[config.mk]
export PLATFORM = sky130hd
export DESIGN_NAME = apb4_reg_slave
export DESIGN_NICKNAME = d
export VERILOG_FILES = /design/src/rtl/apb4_reg_slave.sv
export SDC_FILE = /design/constraint.sdc
export NUM_CORES = 1
export LEC_CHECK = 0
export CAP_MARGIN = 0
export CELL_PAD_IN_SITES_DETAIL_PLACEMENT = 0
export CELL_PAD_IN_SITES_GLOBAL_PLACEMENT = 1
export CORE_AREA = 4 4 249 251
export CTS_BUF_LIST = sky130_fd_sc_hd__clkbuf_4 sky130_fd_sc_hd__clkbuf_8
export CTS_CLUSTER_SIZE = 12
export DETAILED_ROUTE_END_ITERATION = 8
export DIE_AREA = 0 0 253 255
export GPL_ROUTABILITY_DRIVEN = 0
export GPL_TIMING_DRIVEN = 0
export PLACE_DENSITY_LB_ADDON = 0.1
export SLEW_MARGIN = 30
export SYNTH_ARGS = -nofsm -noshare
export SYNTH_HDL_FRONTEND = slang
export SYNTH_SLANG_ARGS = --single-unit
[constraint.sdc]
create_clock -name PCLK -period 4.9 [get_ports PCLK]
set_input_delay 0.98 -clock PCLK [delete_from_list [all_inputs] [get_ports PCLK]]
set_output_delay 0.98 -clock PCLK [all_outputs]
set_load 0.1 [all_outputs]
[src/rtl/apb4_reg_slave.sv]
`timescale 1ns/1ps
`default_nettype none
// ============================================================================
// Module   : apb4_reg_slave
// Brief    : APB4 completer with a bank of NREGS read/write registers,
//            fixed wait states, byte-strobe writes and PSLVERR on
//            out-of-range or misaligned accesses.
// Options  : define APB4_SLV_PROT_CHECK_EN to reject unprivileged writes
//            (PPROT[0]==0) with PSLVERR; otherwise PPROT is ignored.
// Revision : 1.0 - initial release
// ============================================================================
module apb4_reg_slave #(
  parameter int          DW          = 32,
  parameter int          NREGS       = 16,
  parameter logic [31:0] BASE_ADDR   = 32'h4000_0000,
  parameter int          WAIT_STATES = 2,
  parameter logic [31:0] RESET_VAL   = 32'h0000_0000
) (
  input  logic                PCLK,
  input  logic                PRESETn,
  input  logic                PSELx,
  input  logic [31:0]         PADDR,
  input  logic                PENABLE,
  input  logic                PWRITE,
  input  logic [2:0]          PPROT,
  input  logic [DW-1:0]       PWDATA,
  input  logic [DW/8-1:0]     PSTRB,
  output logic                PREADY,
  output logic [DW-1:0]       PRDATA,
  output logic                PSLVERR,
  output logic [NREGS*DW-1:0] regs_q
);

  localparam int          c_IW        = $clog2(NREGS);
  localparam logic [31:0] c_ADDR_MASK = ~(32'(NREGS * 4) - 32'd1);
  localparam logic [3:0]  c_WS        = 4'(WAIT_STATES);

  typedef enum logic [1:0] {
    S_IDLE = 2'd0,
    S_WAIT = 2'd1,
    S_RESP = 2'd2
  } state_t;

  state_t          r_state;
  logic [3:0]      r_cnt;
  logic [c_IW-1:0] r_idx;
  logic            r_err;
  logic            r_write;
  logic            r_pready;
  logic [DW-1:0]   r_prdata;
  logic            r_pslverr;
  logic [DW-1:0]   r_regs [NREGS];

  logic [c_IW-1:0] w_idx;
  logic            w_hit;
  logic            w_err;
  logic [DW-1:0]   w_rd_setup;
  logic [DW-1:0]   w_rd_latched;
  logic            w_unused_ok;

  // Address decode of the bus as presented in the setup cycle
  assign w_idx = PADDR[2 +: c_IW];
  assign w_hit = (PADDR & c_ADDR_MASK) == BASE_ADDR;
`ifdef APB4_SLV_PROT_CHECK_EN
  assign w_err = !w_hit || (PADDR[1:0] != 2'b00) || (PWRITE && !PPROT[0]);
`else
  assign w_err = !w_hit || (PADDR[1:0] != 2'b00);
`endif
  // PPROT bits that do not feed the error term are deliberately dropped
  assign w_unused_ok = ^PPROT;

  // Read data: zero for writes and errored accesses. The setup-time variant
  // serves the zero-wait-state path, the latched one serves the WAIT path.
  assign w_rd_setup   = (!PWRITE  && !w_err) ? r_regs[w_idx] : '0;
  assign w_rd_latched = (!r_write && !r_err) ? r_regs[r_idx] : '0;

  // Transfer FSM, registered bus responses and register bank
  always_ff @(posedge PCLK or negedge PRESETn) begin
    if (!PRESETn) begin
      r_state   <= S_IDLE;
      r_cnt     <= 4'd0;
      r_idx     <= '0;
      r_err     <= 1'b0;
      r_write   <= 1'b0;
      r_pready  <= 1'b0;
      r_prdata  <= '0;
      r_pslverr <= 1'b0;
      for (int i = 0; i < NREGS; i++) begin
        r_regs[i] <= RESET_VAL;
      end
    end else begin
      case (r_state)
        S_IDLE: begin
          r_pready  <= 1'b0;
          r_prdata  <= '0;
          r_pslverr <= 1'b0;
          // Only a genuine setup phase starts a transfer; a stray PENABLE is ignored
          if (PSELx && !PENABLE) begin
            r_idx   <= w_idx;
            r_err   <= w_err;
            r_write <= PWRITE;
            if (WAIT_STATES == 0) begin
              r_state   <= S_RESP;
              r_pready  <= 1'b1;
              r_pslverr <= w_err;
              r_prdata  <= w_rd_setup;
            end else begin
              r_cnt   <= c_WS;
              r_state <= S_WAIT;
            end
          end
        end
        S_WAIT: begin
          if (!PSELx) begin
            // Master dropped the transfer: nothing is written
            r_state   <= S_IDLE;
            r_cnt     <= 4'd0;
            r_pready  <= 1'b0;
            r_prdata  <= '0;
            r_pslverr <= 1'b0;
          end else if (r_cnt == 4'd1) begin
            r_cnt     <= 4'd0;
            r_state   <= S_RESP;
            r_pready  <= 1'b1;
            r_pslverr <= r_err;
            r_prdata  <= w_rd_latched;
          end else begin
            r_cnt <= r_cnt - 4'd1;
          end
        end
        S_RESP: begin
          r_state   <= S_IDLE;
          r_pready  <= 1'b0;
          r_prdata  <= '0;
          r_pslverr <= 1'b0;
          // Write commits on the completion edge only, lane by lane
          if (PSELx && PENABLE && r_write && !r_err) begin
            for (int b = 0; b < DW / 8; b++) begin
              if (PSTRB[b]) begin
                r_regs[r_idx][8*b +: 8] <= PWDATA[8*b +: 8];
              end
            end
          end
        end
        default: begin
          r_state <= S_IDLE;
        end
      endcase
    end
  end

  assign PREADY  = r_pready;
  assign PRDATA  = r_prdata;
  assign PSLVERR = r_pslverr;

  generate
    for (genvar gi = 0; gi < NREGS; gi++) begin : g_flat
      assign regs_q[gi*DW +: DW] = r_regs[gi];
    end
  endgenerate

endmodule
`default_nettype wire

==> metrics, run 1 <==
top post-synthesis cells by count 558 x dfrtp_1, 516 x mux2_2, 128 x mux4_2; synthesized instance count 1613; Tmin final 3460 ps; RSZ-0062 raised after global routing no; Net Switching 0.00293 W; DRC 0; Seq/Total Area, Yosys 55.9%; Sw Ratio 27.7%; synth top area cells dfrtp_1 56%, mux2_2 23%, mux4_2 12%, nand2_1 1.7%, a221o_1 1.3%; Crit-path slowest cell nand3_1; Worst Path Arrival 4010 ps; status complete, no violations; largest net degree at the start of global routing 88; Worst Skew 31.2 ps; TritonRoute pass-1 iters 5; Yosys reg bits 558; worst vdd ir 0.181 mV; CP endpoint kind flop; clk sink count 558; CTS resizes 0; Global Route Usage Sum 28.6%; Die H 255 microns; Port Buf Inserts 615; Critical Path Max Stage Delay 620 ps; Clk Latency, worst-skew pair 700 ps; Crit path required time 5450 ps; Synth async-reset ratio 100%; ratio of cells with drive above 1 in the final layout 44.2%; Avg Cell Area, Syn 15.5 sq um; routed wire length 94.0 mm; Multi-input gate area 10600 sq um; TritonCTS clock tree built; CP startpoint kind primary input; drt initial violations 921; WHS 200 ps; total power 0.0106 W; cell family with most CP delay simple AND/OR/NAND/NOR gates; sequential power share 44.0%; Seq. cell area 14000 sq um; Post-synth EDFFs 0; CP Launch Point PSELx; largest area contributor in the netlist dfrtp_1; WP buf/inv 2; critical path class in -> reg; CTS root buffer clkbuf_8; first-pass GRT wire length 134 mm; Final #Nets 2413; I/O Pins 622; final setup fails 0; Die X 253 microns; Ys Warns 0; initial antenna violation count 2; Reg clk slew, reported paths 60 ps; post-synth top area share 55.9%; Power Dens Cells 315 nW/um^2; CTS Hold Buffers Added 0; H-tree depth 3; dpl hpwl 68.7 mm; synth unique cells 43; wire per inst 29.5 microns; critical-path cell list clkdlybuf4s50_1 -> nand4b_1 -> nor4_2 -> buf_2 -> nand3_1 -> mux2_2; number of global-route vias before repair 18900; worst slew pin tran 1080 ps; Num CTS Buffers 97; # rows 90; R2R Setup Slk 1600 ps; Clock Path Buffers 3; Hold Vio Cnt, Final 0; Int Pwr 0.00767 W; Clk pwr share 42.8%; max-cap viol count 0; grt total ovfl 0; antenna viol nets, final 0; Layout area overhead 34.8%; period utilisation layout 70.6%; most frequent cell after synthesis dfrtp_1; FMAX 289 MHz; TNS Setup 0 ps; post-CTS setup repair buffer count 0; worst r2r src r_idx[0]; Primary FF master, synth dfrtp_1; via count 17900; leakage 16.1 nW; core area 59900 sq um; # fillers 5038; initial core utilization 41.7%; Synthesized Nets 1691; Mapped Area 25000 sq um; min-delay worst type in -> async; die area 64500 sq um; CP max FO 10; Slew Viols, Final 0; Combinational Power Share 13.3%; Final Core Density 56.2%; Max-slew headroom 28.1%; Vias/cell 5.62
## flip-flops by register name, summed over array words and instances, names as in the netlist
name and cells:
r_idx 4, PSLVERR 1, regs_q 512, PRDATA 32, PREADY 1, r_state 2, r_write 1, r_err 1
r_cnt 4
## cells in the final DEF, fill, tap and decap left out, types with 2 or more instances in the layout
cell | netlist | routed
a21oi_1 | 3 | 3
a221o_1 | 32 | 32
a22o_1 | 33 | 33
and3_1 | 10 | 10
buf_1 | 13 | 6
buf_16 | 0 | 7
buf_2 | 26 | 183
buf_4 | 1 | 2
clkbuf_1 | 68 | 61
clkbuf_2 | 0 | 13
clkbuf_4 | 0 | 34
clkbuf_8 | 0 | 126
clkdlybuf4s50_1 | 0 | 458
clkinv_2 | 0 | 6
clkinvlp_4 | 0 | 2
dfrtp_1 | 558 | 558
ha_1 | 2 | 2
inv_1 | 4 | 4
mux2_2 | 516 | 516
mux4_2 | 128 | 128
nand2_1 | 113 | 113
nand2b_1 | 3 | 3
nand3_1 | 18 | 18
nand3_2 | 4 | 4
nor2_1 | 6 | 6
nor2_2 | 21 | 21
nor2_4 | 7 | 7
nor2b_1 | 4 | 4
nor3_1 | 3 | 2
nor3b_4 | 2 | 2
nor4_1 | 11 | 7
nor4_2 | 1 | 5
o21ai_0 | 7 | 7
or3_1 | 2 | 2
or4_1 | 2 | 2
## area by class of cell
type	count	share of cell area (%)
diodes	1	0.00743
plain buffers	109	1.40
clock buffers	160	5.91
clock inverters	10	0.249
inverters	5	0.0558
multi-input cells	941	31.4
flip-flops and latches	558	41.5
well taps	782	2.91
repair buffers	623	16.6
## power by group through the flow
stage	combinational, W	sequential (W)	clock (W)
floorplan	0.000749	0.00475	0
global placement	0.00139	0.00475	0
detailed placement	0.00142	0.00474	0
CTS	0.00143	0.00466	0.00463
global route	0.00150	0.00466	0.00483
finish	0.00141	0.00466	0.00454
## cells by family after synthesis
family / share of synthesized area (%)
mux: 34.8
flops: 55.9
simple gates: 4.49
buf+inv: 1.89
compound gates: 2.78
fa+ha+maj: 0.100
## worst paths after layout
kind / to / depth (start not counted)
max: regs_q[30] / 6
min reg2reg: PREADY / 1
max in group asynchronous: regs_q[302] / 5
min: regs_q[155] / 1
max reg2reg: regs_q[158] / 7
min in group PCLK: PREADY / 1
## through the flow
| stage | worst slack (ps) | area, sq um | std cells |
|---|---|---|---|
| 2_1_floorplan | 2180 | 25000 | 1613 |
| 3_3_place_gp | -22170 | 32100 | 3010 |
| 3_5_place_dp | 611 | 31600 | 3018 |
| 4_1_cts | 1320 | 33700 | 3188 |
| 5_1_grt | 1320 | 33700 | 3189 |
| 6_report | 1440 | 33700 | 3189 |
## layer usage
layer / share of wire [%] / wire (microns) / vias up / global-route usage (%)
met5: 0.014 / 13 / - / 0
met2: 48 / 45500 / 682 / 47.0
met4: 3.0 / 2810 / 2 / 8.40
met1: 41 / 38200 / 9557 / 37.2
met3: 7.9 / 7400 / 142 / 8.62
li1: - / - / 7530 / -
No activity file was read; power rests on OpenSTA's default activity.
==> run 2, diff against run 1 <==
clock period = 3.4 ns   (was 4.9 ns; I/O delays follow)
==> run 2 against run 1 <==
Sequential power is 44% higher; critical path depth is 2 higher; sequential share of layout area about the same; worst setup slack got worse by 1300 ps; highest routed layer unchanged; clock skew down 4.6 ps.
==> metrics, run 2 (same netlist as run 1, synthesis figures left out) <==
status complete, no violations; dpl hpwl 68.7 mm; Port Buf Inserts 615; Vias/cell 5.60; TritonRoute pass-1 iters 5; I/O Pins 622; Die X 253 microns; Crit path required time 4020 ps; Largest register FFs 512; Worst Path Arrival 3840 ps; # rows 90; worst vdd ir 0.262 mV; Slew Viols, Final 0; Final Core Density 56.2%; CP endpoint kind flop; # fillers 5037; die area 64500 sq um; post-route insts no fill 3191; R2R Setup Slk 180 ps; routed wire length 93.9 mm; drt initial violations 981; Power Dens Cells 454 nW/um^2; CTS root buffer clkbuf_8; largest net degree at the start of global routing 88; TNS Setup 0 ps; Layout area overhead 34.8%; critical path class reg -> reg; antenna viol nets, final 0; worst slew pin tran 1090 ps; number of global-route vias before repair 18900; wire per inst 29.4 microns; CP startpoint kind flop; H-tree depth 3; RSZ-0062 raised after global routing no; most frequent cells in the layout 558 x dfrtp_1, 516 x mux2_2, 458 x clkdlybuf4s50_1; final setup fails 0; initial core utilization 41.7%; TritonCTS clock tree built; period utilisation layout 94.6%; FMAX 311 MHz; commonest non-fill, non-tap cell in the layout dfrtp_1; CP max FO 10; clk sink count 558; first-pass GRT wire length 134 mm; Global Route Usage Sum 28.6%; Num CTS Buffers 97; Die H 255 microns; leakage 16.1 nW; R2R depth 8; ratio of cells with drive above 1 in the final layout 44.2%; Final #Nets 2414; Reg clk slew, reported paths 60 ps; max-cap viol count 0; Tmin final 3220 ps; R2R Path End PRDATA[26]; Hold Vio Cnt, Final 0; initial antenna violation count 2; Max-slew headroom 27.5%; DRC 0; via count 17900; core area 59900 sq um; DP Cell Count 3018; grt total ovfl 0; Clock Path Buffers 3; worst r2r src r_cnt[1]; Worst Skew 26.6 ps; min-delay worst type in -> async; Clk Latency, worst-skew pair 700 ps
## run 2: changes by cell type in the layout (fill, tap and decap cells not counted), sizes merged
cell	delta
dlygate4sd3	+1
diode	+1
## run 2: what timing repair did
item,in CTS,in global routing
resized for setup,0,1
hold buffers,1,0
endpoints found under the setup margin,0,8
buffers inserted,0,0
endpoints found under the hold margin,47,0
## run 2: where the power goes
part | total [W] | internal (W) | leakage, nW | switching, W
sequential | 0.00672 | 0.00669 | 7.78 | 0.0000309
clock | 0.00654 | 0.00374 | 1.10 | 0.00280
combinational | 0.00203 | 0.000625 | 7.25 | 0.00140
total | 0.0153 | 0.0111 | 16.1 | 0.00424
## run 2: through the flow
stage	worst slack, ps	instance area, sq um	hold WS, ps	power (W)
global route	78.7	33700	495	0.0159
CTS	52.8	33700	462	0.0154
global placement	-23370	32100	464	0.00885
finish	184	33700	493	0.0153
floorplan	982	25000	384	0.00793
detailed placement	-589	31600	482	0.00889
## run 2: per-layer routing
metal / vias to the layer above / track usage, % / part of all wire [%] / wire length (microns)
met4: 2 / 8.40 / 3.0 / 2840
li1: 7519 / - / - / -
met3: 144 / 8.62 / 8.0 / 7510
met2: 680 / 47.0 / 48 / 45500
met5: - / 0 / 0.0075 / 7
met1: 9511 / 37.2 / 41 / 38100
## run 2: area by class of cell
class                      count  area (sq um)  area share (%)
sequential                   558         14000            41.5
multi-input combinational    941         10600            31.4
buffer                       109           470            1.40
tap                          782           978            2.91
clock buffer                 160          1990            5.91
antenna                        2          5.00          0.0149
timing repair buffer         624          5590            16.6
clock inverter                10          83.8           0.249
inverter                       5          18.8          0.0557
## run 2: worst max-delay path by stage
stage	start	endpoint	slack (ps)	cells after the start
floorplan	PENABLE	regs_q[344]	980	5
global placement	PRESETn	regs_q[491]	-23370	1
detailed placement	PSELx	regs_q[156]	-590	5
CTS	r_idx[0]	regs_q[159]	50	7
global route	r_idx[0]	regs_q[139]	80	7
finish	r_cnt[1]	PRDATA[26]	180	8
## run 2: worst max-delay path, stage by stage (launching register included)
cell and delay (ps):
dfrtp_1 400, inv_1 80, ha_1 160, or3b_2 440
clkbuf_1 190, nor4_2 620, clkbuf_1 870, a22o_1 290
a221o_1 100
